<file path="config.mk">
export PLATFORM = sky130hd
export DESIGN_NAME = mulu_m7q7_sequencer_flat
export DESIGN_NICKNAME = d
export VERILOG_FILES = /design/src/rtl/mulu_pkg.sv /design/src/rtl/mulu_m7q7_sequencer_if.sv /design/src/rtl/mulu_nibble_deser.sv /design/src/rtl/mulu_m7q7_sequencer.sv /design/src/flat_wrapper.sv
export SDC_FILE = /design/constraint.sdc
export NUM_CORES = 1
export LEC_CHECK = 0
export BUFFER_PORTS_ARGS = -buffer_cell sky130_fd_sc_hd__buf_2
export CORE_MARGIN = 5
export CORE_UTILIZATION = 50
export CTS_CLUSTER_SIZE = 20
export DETAILED_ROUTE_END_ITERATION = 7
export PLACE_DENSITY = 0.77
export SLEW_MARGIN = 20
export SYNTH_ARGS = -nofsm -noshare
export SYNTH_HDL_FRONTEND = slang
export SYNTH_HIERARCHICAL = 1
export SYNTH_SLANG_ARGS = --single-unit
</file>
<file path="constraint.sdc">
create_clock -name clk -period 2.3 [get_ports clk]
set_clock_uncertainty 0.05 [all_clocks]
set_input_delay 0.345 -clock clk [delete_from_list [all_inputs] [get_ports clk]]
set_output_delay 0.345 -clock clk [all_outputs]
set_load 0.02 [all_outputs]
</file>
<file path="src/rtl/mulu_pkg.sv">
// Shared types and sizing helpers for the m7q7 multiplier sequencer.
// MULU_SEQ_Q7_ROUND_EN selects the single rounded Q7 output byte instead of raw product bytes.
package mulu_pkg;

    typedef enum logic [2:0] {
        StIdle,
        StLoad,
        StIssue,
        StWait,
        StSend
    } state_e;

    localparam int unsigned DefWidth = 8;

    function automatic int unsigned beats(input int unsigned w);
        return w / 2;
    endfunction

    function automatic int unsigned nbytes(input int unsigned w);
`ifdef MULU_SEQ_Q7_ROUND_EN
        return (w > 0) ? 1 : 1;
`else
        return (2 * w) / 8;
`endif
    endfunction

    localparam int unsigned Nb     = beats(DefWidth);
    localparam int unsigned NBytes = nbytes(DefWidth);

endpackage

</file>
<file path="src/rtl/mulu_m7q7_sequencer_if.sv">
// Beat input, core operand/result and byte output handshakes of the sequencer.
interface mulu_m7q7_sequencer_if #(
    parameter int unsigned WIDTH = mulu_pkg::DefWidth
);
    logic                 in_valid;
    logic [3:0]           in_nibble;
    logic                 in_clear;
    logic [WIDTH-1:0]     op_a;
    logic [WIDTH-1:0]     op_b;
    logic                 op_valid;
    logic                 op_ready;
    logic [2*WIDTH-1:0]   res_in;
    logic                 res_valid;
    logic [7:0]           out_byte;
    logic                 out_valid;
    logic                 out_ready;
    logic                 busy;
    logic                 overrun;

    modport slave (
        input  in_valid, in_nibble, in_clear, op_ready, res_in, res_valid, out_ready,
        output op_a, op_b, op_valid, out_byte, out_valid, busy, overrun
    );

    modport master (
        output in_valid, in_nibble, in_clear, op_ready, res_in, res_valid, out_ready,
        input  op_a, op_b, op_valid, out_byte, out_valid, busy, overrun
    );
endinterface

</file>
<file path="src/rtl/mulu_nibble_deser.sv">
// Nibble deserialiser: shifts beats in from the top so the first beat lands in op_a[3:0].
module mulu_nibble_deser #(
    parameter int unsigned WIDTH = 8
) (
    input  logic             clk,
    input  logic             rst_n,
    input  logic             load,
    input  logic             clear,
    input  logic [3:0]       nibble,
    output logic [WIDTH-1:0] op_a,
    output logic [WIDTH-1:0] op_b
);
    logic [2*WIDTH-1:0] sr_q;

    always_ff @(posedge clk or negedge rst_n) begin
        if (!rst_n) begin
            sr_q <= '0;
        end else if (clear) begin
            sr_q <= '0;
        end else if (load) begin
            sr_q <= {nibble, sr_q[2*WIDTH-1:4]};
        end
    end

    assign op_a = sr_q[WIDTH-1:0];
    assign op_b = sr_q[2*WIDTH-1:WIDTH];
endmodule

</file>
<file path="src/rtl/mulu_m7q7_sequencer.sv">
// Beat-in / byte-out sequencer around the m7q7 multiplier core.
// MULU_SEQ_Q7_ROUND_EN: emit one saturated round-half-up Q7 byte instead of raw product bytes.
module mulu_m7q7_sequencer
    import mulu_pkg::*;
#(
    parameter int unsigned WIDTH = DefWidth
) (
    input logic clk,
    input logic rst_n,
    mulu_m7q7_sequencer_if.slave bus
);
    localparam int unsigned BeatCnt = beats(WIDTH);
    localparam int unsigned ByteCnt = nbytes(WIDTH);
    localparam int unsigned CW      = $clog2(BeatCnt);
    localparam int unsigned IW      = (ByteCnt > 1) ? $clog2(ByteCnt) : 1;

    if (WIDTH % 8 != 0) begin : g_bad_width
        $error("WIDTH must be a multiple of 8");
    end
`ifdef MULU_SEQ_Q7_ROUND_EN
    if (WIDTH != 8) begin : g_bad_round
        $error("Q7 rounding mode requires WIDTH=8");
    end
`endif

    state_e             state_q;
    logic [CW-1:0]      beat_q;
    logic [IW-1:0]      idx_q;
    logic [2*WIDTH-1:0] prod_q;
    logic               op_valid_q;
    logic               out_valid_q;
    logic               overrun_q;
    logic               beat_ok;

    assign beat_ok = bus.in_valid && (state_q == StIdle || state_q == StLoad);

    mulu_nibble_deser #(.WIDTH(WIDTH)) u_deser (
        .clk    (clk),
        .rst_n  (rst_n),
        .load   (beat_ok && !bus.in_clear),
        .clear  (bus.in_clear),
        .nibble (bus.in_nibble),
        .op_a   (bus.op_a),
        .op_b   (bus.op_b)
    );

    always_ff @(posedge clk or negedge rst_n) begin
        if (!rst_n) begin
            state_q     <= StIdle;
            beat_q      <= '0;
            idx_q       <= '0;
            prod_q      <= '0;
            op_valid_q  <= 1'b0;
            out_valid_q <= 1'b0;
            overrun_q   <= 1'b0;
        end else if (bus.in_clear) begin
            state_q     <= StIdle;
            beat_q      <= '0;
            idx_q       <= '0;
            prod_q      <= '0;
            op_valid_q  <= 1'b0;
            out_valid_q <= 1'b0;
            overrun_q   <= 1'b0;
        end else begin
            if (bus.in_valid && !beat_ok) overrun_q <= 1'b1;
            case (state_q)
                StIdle: begin
                    if (bus.in_valid) begin
                        beat_q  <= CW'(1);
                        state_q <= StLoad;
                    end
                end
                StLoad: begin
                    if (bus.in_valid) begin
                        if (beat_q == CW'(BeatCnt - 1)) begin
                            beat_q     <= '0;
                            op_valid_q <= 1'b1;
                            state_q    <= StIssue;
                        end else begin
                            beat_q <= beat_q + 1'b1;
                        end
                    end
                end
                StIssue: begin
                    if (bus.op_ready) begin
                        op_valid_q <= 1'b0;
                        state_q    <= StWait;
                    end
                end
                StWait: begin
                    if (bus.res_valid) begin
                        prod_q      <= bus.res_in;
                        idx_q       <= '0;
                        out_valid_q <= 1'b1;
                        state_q     <= StSend;
                    end
                end
                StSend: begin
                    if (bus.out_ready) begin
                        if (idx_q == IW'(ByteCnt - 1)) begin
                            out_valid_q <= 1'b0;
                            state_q     <= StIdle;
                        end else begin
                            idx_q <= idx_q + 1'b1;
                        end
                    end
                end
                default: state_q <= StIdle;
            endcase
        end
    end

`ifdef MULU_SEQ_Q7_ROUND_EN
    logic [8:0] rnd;
    // Carry out of the rounding add saturates just like a set sign-extension bit.
    always_comb begin
        rnd          = {1'b0, prod_q[2*WIDTH-2:WIDTH-1]} + 9'(prod_q[WIDTH-2]);
        bus.out_byte = (prod_q[2*WIDTH-1] || rnd[8]) ? 8'hFF : rnd[7:0];
    end
`else
    always_comb begin
        bus.out_byte = prod_q[idx_q*8 +: 8];
    end
`endif

    assign bus.op_valid  = op_valid_q;
    assign bus.out_valid = out_valid_q;
    assign bus.overrun   = overrun_q;
    assign bus.busy      = (state_q != StIdle);
endmodule

</file>
<file path="src/flat_wrapper.sv">
// flat-port wrapper written by rule: the top's interface ports become plain ports
module mulu_m7q7_sequencer_flat import mulu_pkg::*;
#(
    parameter int unsigned WIDTH = DefWidth
)
  (clk, rst_n, bus_in_valid, bus_in_nibble, bus_in_clear, bus_op_ready, bus_res_in, bus_res_valid, bus_out_ready, bus_op_a, bus_op_b, bus_op_valid, bus_out_byte, bus_out_valid, bus_busy, bus_overrun);
  mulu_m7q7_sequencer_if #(.WIDTH(WIDTH)) bus_i ();
  input logic clk;
  input logic rst_n;
  input wire logic [$bits(bus_i.in_valid)-1:0] bus_in_valid;
  input wire logic [$bits(bus_i.in_nibble)-1:0] bus_in_nibble;
  input wire logic [$bits(bus_i.in_clear)-1:0] bus_in_clear;
  input wire logic [$bits(bus_i.op_ready)-1:0] bus_op_ready;
  input wire logic [$bits(bus_i.res_in)-1:0] bus_res_in;
  input wire logic [$bits(bus_i.res_valid)-1:0] bus_res_valid;
  input wire logic [$bits(bus_i.out_ready)-1:0] bus_out_ready;
  output wire logic [$bits(bus_i.op_a)-1:0] bus_op_a;
  output wire logic [$bits(bus_i.op_b)-1:0] bus_op_b;
  output wire logic [$bits(bus_i.op_valid)-1:0] bus_op_valid;
  output wire logic [$bits(bus_i.out_byte)-1:0] bus_out_byte;
  output wire logic [$bits(bus_i.out_valid)-1:0] bus_out_valid;
  output wire logic [$bits(bus_i.busy)-1:0] bus_busy;
  output wire logic [$bits(bus_i.overrun)-1:0] bus_overrun;
  assign bus_i.in_valid = bus_in_valid;
  assign bus_i.in_nibble = bus_in_nibble;
  assign bus_i.in_clear = bus_in_clear;
  assign bus_i.op_ready = bus_op_ready;
  assign bus_i.res_in = bus_res_in;
  assign bus_i.res_valid = bus_res_valid;
  assign bus_i.out_ready = bus_out_ready;
  assign bus_op_a = bus_i.op_a;
  assign bus_op_b = bus_i.op_b;
  assign bus_op_valid = bus_i.op_valid;
  assign bus_out_byte = bus_i.out_byte;
  assign bus_out_valid = bus_i.out_valid;
  assign bus_busy = bus_i.busy;
  assign bus_overrun = bus_i.overrun;
  mulu_m7q7_sequencer #(.WIDTH(WIDTH)) u_core (.clk(clk), .rst_n(rst_n), .bus(bus_i));
endmodule
</file>
* Word level (Yosys, flattened, before mapping)
Index checks and enable logic that the tools add are counted.
** Storage, ports and cells
- Register bits after elaboration :: 41
- Bits of input ports :: 27
- Output and inout port bits :: 28
- Logic and storage cells :: 80
** Operators by class
- $add $sub $neg :: 2
- Equality and inequality tests :: 12
- Shift-type cells :: 1
- Muxes and demuxes :: 36
- Reductions and logical operators :: 21
** Operator list (number)
- $mux W16 :: 5
- $mux W3 :: 8
- $ne A3 B3 Y1 const B :: 6
- $shiftx A16 B5 Y8 :: 1
- $pmux W3 S5 :: 1
- $mux W1 :: 14
- $reduce_bool A3 Y1 :: 4
- $mux W2 :: 4
- $reduce_and A4 Y1 :: 2
- $reduce_bool A2 Y1 :: 4
- $reduce_and A7 Y1 :: 1
- $eq A3 B2 Y1 const B :: 2
- $pmux W1 S2 :: 3
- $reduce_and A3 Y1 :: 2
- $pmux W2 S2 :: 1
- $eq A3 B1 Y1 const B :: 1
- $eq A3 B3 Y1 const B :: 1
- $logic_and A1 B1 Y1 :: 3
- $logic_not A3 Y1 :: 1
- $ne A3 B2 Y1 const B :: 1
- $add A2 B1 Y2 const B :: 1
- $eq A2 B2 Y1 const B :: 1
- $logic_not A1 Y1 :: 2
- $reduce_and A2 Y1 :: 1
- other kinds (2) :: 2

* Longest topological paths before layout
Gate-level depths: netlist (run 1).
- Depth after elaboration :: 7
- Gate-level depth with buffers :: 8
- Gate-level depth less buffers :: 5

* Cells and area by module
The synthesis (run 1) kept the hierarchy.
** By module, submodules not included
- mulu_m7q7_sequencer :: instances 1, cells an instance 123, area an instance 1251.2 um^2
- mulu_nibble_deser :: instances 1, cells an instance 52, area an instance 660.6 um^2

* Least setup slack after synthesis (run 1)
Ideal clock, no wire load.
- Path kind :: register to register
- From :: reg u_core.state_q[0]
- To :: reg u_core.prod_q[10]
- Library setup time :: 0.121 ns
- Arrival :: 1.647 ns
- Slack :: 0.482 ns
- Cell stages (with the launch flop) :: 6
- Clock period less this slack :: 1.818 ns
- Path through :: dfrtp_1 > or4b_1 > a21oi_2 > and4b_1 > buf_6 > a22o_1
** On the way
- Longest elaborated chain between the ends :: 3
** RTL lines
- start: declaration :: RTL line mulu_m7q7_sequencer.sv:26 : state_e state_q;
- start signal: assignment :: RTL line mulu_m7q7_sequencer.sv:49 : state_q <= StIdle;
- start signal: assignment :: RTL line mulu_m7q7_sequencer.sv:57 : state_q <= StIdle;
- start signal: assignment :: RTL line mulu_m7q7_sequencer.sv:70 : state_q <= StLoad;
- $eq A3 B2 Y1 :: RTL line mulu_m7q7_sequencer.sv:66 : case (state_q)
- $reduce_bool A2 Y1 (no source line)
- $reduce_and A2 Y1 (no source line)
- end signal: assignment :: RTL line mulu_m7q7_sequencer.sv:92 : prod_q <= bus.res_in;
- end: declaration :: RTL line mulu_m7q7_sequencer.sv:29 : logic [2*WIDTH-1:0] prod_q;
Every way passes these cells.
A chain may end at the register's enable or synchronous reset.

* Final worst setup path (run 1)
Ends and elaborated chain as after synthesis.

==> results of run 1 <==
cell type report:
type / count / area (µm²) / area share (%)
Sequential cell: 41 / 1030 / 45.1
Multi-Input combinational cell: 119 / 797 / 35.1
Timing Repair Buffer: 57 / 293 / 12.9
Clock buffer: 5 / 68.8 / 3.03
Tap cell: 48 / 60.1 / 2.64
Clock inverter: 3 / 17.5 / 0.771
Inverter: 3 / 11.3 / 0.495
placed cells by master (no fill, tap or decap), drive strengths merged:
cell and instances:
o21ai 5, nor4bb 1, mux2i 17, inv 3, clkinvlp 1, nand4bb 1
nor3b 3, ha 1, and2 1, a22o 8, nor3 4, nand2 20
clkinv 2, a22oi 1, o21a 1, and4b 1, a311oi 1, a311o 1
o2bb2ai 1, and3b 1, nand2b 2, or4b 2, mux2 9, buf 57
a31oi 2, a21oi 11, o21bai 1, clkbuf 5, nor2 23, dfrtp 41
or4bb 1
through the flow:
stage / instance area [µm²] / utilization (%) / hold WS [ns] / worst slack [ns]
after global placement: 2190 / 59.3 / 0.429 / 0.276
final: 2270 / 61.6 / 0.106 / 0.232
after detailed placement: 2190 / 59.3 / 0.433 / 0.244
after global routing: 2270 / 61.6 / 0.186 / 0.0870
after CTS: 2270 / 61.6 / 0.141 / 0.238
after floorplan: 1910 / - / -0.000591 / 0.482
worst paths after layout:
path                                                      end                          start  slack [ns]  cells past startpoint
max                             u_core/prod_q[10]$_DFFE_PN0P_  u_core/state_q[0]$_DFFE_PN0P_        0.23                      4
min reg2reg                      u_core/prod_q[7]$_DFFE_PN0P_   u_core/prod_q[7]$_DFFE_PN0P_        0.46                      1
max reg2reg                     u_core/prod_q[10]$_DFFE_PN0P_  u_core/state_q[0]$_DFFE_PN0P_        0.23                      4
min                        u_core/u_deser/sr_q[1]$_DFFE_PN0P_                          rst_n        0.11                      1
max in group asynchronous       u_core/prod_q[12]$_DFFE_PN0P_                          rst_n        1.55                      1
min in group clk                 u_core/prod_q[7]$_DFFE_PN0P_                  bus_res_in[7]        0.22                      2
cells in the mapped netlist, drive strengths merged, types with 2 or more instances:
library cell	n
inv	3
nand2b	2
nand2	20
o21ai	5
mux2	9
clkbuf	6
nor3	4
mux2i	17
buf	6
dfrtp	41
nor3b	3
nor2	23
a31oi	2
or4b	2
a21oi	11
a22o	8
sequential cells by signal (all words and copies together) (netlist names):
signal / flops
u_core/bus.out_valid: 1
u_core/bus.op_valid: 1
u_core/prod_q: 16
u_core/state_q: 3
u_core/u_deser/sr_q: 16
u_core/idx_q: 1
u_core/bus.overrun: 1
u_core/beat_q: 2
metal layers:
layer  wire length [µm]  up-vias  track usage (%)
li1                   -      717                -
met1               1850      668             22.6
met2               1840       50             26.3
met3                330        4             6.03
met4                 42        0             5.01
met5                  0        -                0
power groups by stage:
stage	Combinational, mW	Clock [mW]	Sequential [mW]
after floorplan	0.132	0	0.770
after global placement	0.187	0	0.781
after detailed placement	0.188	0	0.781
after CTS	0.190	0.479	0.767
after global routing	0.206	0.515	0.774
final	0.188	0.467	0.768
logic make-up (layout without fill, tap and decap cells):
group                      count (synthesis)  count (layout)
buffers and inverters                     15              68
adders and majority gates                  1               1
and+or+nand+nor                           60              60
DFF                                       41              41
AOI/OAI and AO/OA                         32              32
muxes                                     26              26
critical path, delay by kind of cell (launching register included):
kind	cells	cell delay, ns
AND/OR/NAND/NOR	2	0.91
AO/OA/AOI/OAI	2	0.51
flip-flops	1	0.49
==> impl_results.md, run 1 <==
- Nets: 255
- Internal: slightly above 1 mW
- Clock Latency Late Sink: 0.30 ns
- Post-Synthesis Net Count: 203
- Vias in the first global route: between 1000 and 1500
- Post-CTS setup repair buffer count: 0
- Final Hold Viols: 0
- Synth Cell Area: approximately 0.0019 mm²
- Slowest stage delay, CP: 0.57 ns
- Fin crit period: approximately 2.1 ns
- Max_cap viols: 0
- Logic pwr share: 13.2%
- Setup TNS Final: 0 ns
- Root buffer cell: clkbuf_8
- Worst-Margin Slew: slightly below 0.9 ns
- Syn Area/Cell: 10.9 µm²
- Clock sinks: 41
- # diodes: 0
- Crit Path Max Fanout: 13
- Largest net degree at the start of global routing: 42
- Hold_buf cts: 0
- Clk pwr share: about a third
- Max-slew violations: 0
- Post-Syn Instances: 175
- Mux contribution to synthesized area: between 10% and 20%
- Synth Area in Compound Gates: a little under an eighth
- Rows: 22
- Crit-path slowest cell: or4b_1
- Antenna violations before repair: 0
- Drt via density: 5.21
- Main synth FF type: dfrtp_1
- Synth Area in XOR/XNOR: 0%
- Synthesized flop and latch total: 41
- Die Y: between 70 and 80 µm
- Post-synth EDFFs: 0
- Required time worst endpoint: 2.44 ns
- Dpl cells: between 200 and 300
- Worst Setup End Kind: flop
- Clk buf depth: 2
- Final antenna-violating net count: 0
- Crit share post-route: 89.9%
- Status: complete, no violations
- Synth area leaders: dfrtp_1 (54%), mux2i_1 (8.9%), mux2_2 (4.7%), nor2_1 (4.3%), nand2_1 (3.9%)
- Placer Congestion: ~0.81
- CTS resizes: 0
- Sw power: around 400 µW
- Synth area leader: dfrtp_1
- Synth top area share: 53.7%
- Port bufs: 54
- Layout area overhead: 18.9%
- DR pass1 iterations: 4
- Path category of the worst min-delay check: input pin to async pin
- DIE AREA: between 0.005 and 0.006 mm²
- VDD IR-drop max: roughly 0.47 mV
- Power, Total: between 1 and 1.5 mW
- RSZ-0062 raised after global routing: false
- Sequential fraction of the synthesis area: 53.7%
- Sw frac: between 20% and 30%
- Endpoints failing setup: 0
- Max H-tree Level: 2
- CP cell instances: or4b_1, a21oi_2, and4b_1, a22o_1
- Post-detail-place hpwl: ~2800 µm
- DR WL/cell: around 15 µm
- Post-synthesis adder-cell area fraction: 0.654%
- Netlist cell types: 36
- PD cells: around 630 mW/mm²
- Largest family of logic cells by synthesized area: simple AND/OR/NAND/NOR gates
- Vias: around 1400
- Filler cells: 326
- Fraction of layout cells with a size suffix above 1: between 30% and 40%
- CP arrival: between 2 and 2.5 ns
- Die Span X: 71.8 µm
- Wire length of the first global-routing pass: 6830 µm
- Sequential share of power: between 50 and 60%
- Leak pwr: approximately 1.2 nW
- Synth Area in Simple Gates: between 10% and 20%
- Reg clk slew, reported paths: about 0.080 ns
- Initial core utilization: between 50% and 60%
- Synth warn: 6
- Crit Path Class: flop to flop
- Detailed Route WL: just over 4000 µm
- Max_slew headroom: between 40% and 50%
- Post-synth ARST share: 100%
- IO Count: 55
- Num CTS Buffers: 5
- GRT Overall Usage: 17.1%
- DRC violations left: 0
- CP Launch Type: flop
- Non-Filler Instances: 276
- TritonCTS clock tree: done
- GR Overflow Total: 0
- Core Area: approximately 0.0037 mm²
- DRT iter0 DRCs: approximately 70
- Max frequency: about 480 MHz
Note: power is estimated with default switching activity, not from simulation.
==> inputs of run 2 (changes only) <==
--- a/config.mk
+++ b/config.mk
@@ -6,12 +6,12 @@
 export NUM_CORES = 1
 export LEC_CHECK = 0
 export BUFFER_PORTS_ARGS = -buffer_cell sky130_fd_sc_hd__buf_2
+export CORE_ASPECT_RATIO = 0.9
 export CORE_MARGIN = 5
 export CORE_UTILIZATION = 50
 export CTS_CLUSTER_SIZE = 20
 export DETAILED_ROUTE_END_ITERATION = 7
 export PLACE_DENSITY = 0.77
-export SLEW_MARGIN = 20
 export SYNTH_ARGS = -nofsm -noshare
 export SYNTH_HDL_FRONTEND = slang
 export SYNTH_HIERARCHICAL = 1
==> run 2 against run 1 <==
Flip-flop and latch count stayed put. Worst hold slack better by 0.0058 ns. Count of clock-buffer cells in the layout stayed put. Sequential share of layout area fell by 0.42 points. Largest cell class unchanged. Largest power group unchanged. Highest routed layer unchanged.
==> impl_results.md, run 2 (synthesis gave the netlist of run 1 again) <==
- Commonest non-fill, non-tap cell in the layout: buf_2
- GRT Overall Usage: between 15 and 20%
- Max frequency: 477 MHz
- DP Area: between 0.002 and 0.0025 mm²
- Non-Filler Instances: 273
- Worst flop-to-flop path endpoint: u_core/prod_q[11]$_DFFE_PN0P_
- Clock Latency Late Sink: approximately 0.30 ns
- Root buffer cell: clkbuf_8
- Path category of the worst min-delay check: input pin to async pin
- Clock sinks: 41
- Max H-tree Level: 2
- Antenna violations before repair: 0
- Final Hold Viols: 0
- Worst setup path endpoint: u_core/prod_q[11]$_DFFE_PN0P_
- CP arrival: ~2.2 ns
- Crit-path slowest cell: or4b_1
- Required time worst endpoint: ~2.4 ns
- Post-route cell area: around 0.0023 mm²
- # diodes: 0
- Filler cells: between 300 and 400
- Max_cap viols: 0
- Wire length of the first global-routing pass: 6400 µm
- Initial core utilization: about 52%
- GR Overflow Total: 0
- DR pass1 iterations: 4
- Largest net degree at the start of global routing: 42
- Worst Setup End Kind: flop
- Post-CTS setup repair buffer count: 0
- DRC violations left: 0
- Placer Congestion: around 0.86
- Hold_ws: 0.112 ns
- R2R Setup Slk: a little over 0.2 ns
- Layout area overhead: 20.0%
- Worst r2r path cells: 4
- DR WL/cell: 14.5 µm
- Port bufs: between 50 and 60
- Status: complete, no violations
- Num CTS Buffers: 5
- IO Count: 55
- Stages on worst setup path: 4
- Clk buf depth: 2
- CP cell instances: or4b_1, a21oi_2, and4b_1, a22o_1
- DRT iter0 DRCs: 71
- Die Y: slightly below 70 µm
- Crit Path Max Fanout: 13
- Die Span X: around 75 µm
- Dpl cells: between 200 and 300
- CTS resizes: 0
- Rows: 21
- Nets: around 250
- Delay-heaviest family, CP: simple AND/OR/NAND/NOR gates
- Setup TNS Final: 0 ns
- WP buf/inv: 0
- CP Launch Type: flop
- Max-slew violations: 0
- Final antenna-violating net count: 0
- Largest regs: u_core/prod_q x16, u_core/u_deser/sr_q x16, u_core/state_q x3
- Vias: ~1500
- RSZ-0062 raised after global routing: false
- Slowest stage delay, CP: between 0.5 and 0.6 ns
- Endpoints failing setup: 0
- Core Area: approximately 0.0037 mm²
- Max_slew headroom: roughly a third
- Post-detail-place hpwl: 2810 µm
- Worst-Margin Slew: 0.975 ns
- Commonest non-fill, non-tap cells in the layout: buf_2 (54), dfrtp_1 (41), nor2_1 (21), nand2_1 (20), mux2i_1 (17)
- Crit share post-route: between 90% and 100%
- PD cells: ~670 mW/mm²
- Vias in the first global route: between 1000 and 1500
- DIE AREA: roughly 0.0052 mm²
- Detailed Route WL: approximately 4000 µm
- Fraction of layout cells with a size suffix above 1: 33.0%
- CP Launch Point: u_core/state_q[0]$_DFFE_PN0P_
- Hold_buf cts: 0
- VDD IR-drop max: between 0.3 and 0.4 mV
- TritonCTS clock tree: done
- Fin crit period: 2.10 ns
- Drt via density: 5.32
- Crit Path Class: flop to flop
- Reg clk slew, reported paths: 0.09 ns
- FF-to-FF Start: u_core/state_q[0]$_DFFE_PN0P_
- Leak pwr: between 1 and 1.5 nW
## run 2: changes by cell type in the layout (fill, tap and decap cells not counted)
cell       change
nor2_1         -1
clkinv_2       -2
bufinv_16      +1
clkinv_4       +1
nor2_2         +1
buf_4          -1
## run 2: stage by stage
| stage | total power [mW] | worst slack (ns) | util, % |
|---|---|---|---|
| 2_1_floorplan | 0.902 | 0.482 | - |
| 3_3_place_gp | 0.968 | 0.224 | 58.8 |
| 3_5_place_dp | 0.970 | 0.219 | 58.8 |
| 4_1_cts | 1.55 | 0.195 | 61.9 |
| 5_1_grt | 1.60 | 0.0542 | 61.9 |
| 6_report | 1.53 | 0.201 | 61.9 |
## run 2: worst min path at each step
stage                                        from                                  end  slack [ns]  depth (start not counted)
floorplan                                   rst_n         u_core/beat_q[0]$_DFFE_PN0P_     -0.0006                          0
global placement    u_core/prod_q[11]$_DFFE_PN0P_        u_core/prod_q[11]$_DFFE_PN0P_        0.43                          1
detailed placement   u_core/prod_q[7]$_DFFE_PN0P_         u_core/prod_q[7]$_DFFE_PN0P_        0.43                          1
CTS                                         rst_n         u_core/beat_q[0]$_DFFE_PN0P_        0.14                          1
global route                                rst_n         u_core/beat_q[0]$_DFFE_PN0P_        0.20                          1
finish                                      rst_n  u_core/u_deser/sr_q[14]$_DFFE_PN0P_        0.11                          1
## run 2: layer usage
metal | part of all wire, % | vias up | global-route usage [%] | wire (µm)
met2 | 45 | 49 | 25.4 | 1790
met5 | 0 | - | 0 | 0
met4 | 1.1 | 0 | 5.90 | 44
met1 | 45 | 680 | 22.2 | 1790
li1 | - | 718 | - | -
met3 | 8.3 | 5 | 4.35 | 327
## run 2: layout make-up
class / count / area [µm²] / share of cell area, %
flip-flops and latches: 41 / 1030 / 44.7
inverters: 3 / 11.3 / 0.491
clock inverters: 3 / 46.3 / 2.02
clock buffers: 5 / 68.8 / 3.00
multi-input cells: 119 / 800 / 34.8
repair buffers: 56 / 285 / 12.4
well taps: 46 / 57.6 / 2.51
## run 2: power by group
part / switching [mW] / internal (mW) / total [mW] / leakage, nW
Clock: 0.251 / 0.325 / 0.576 / 0.0543
Combinational: 0.105 / 0.0801 / 0.185 / 0.539
Sequential: 0.0313 / 0.738 / 0.769 / 0.568
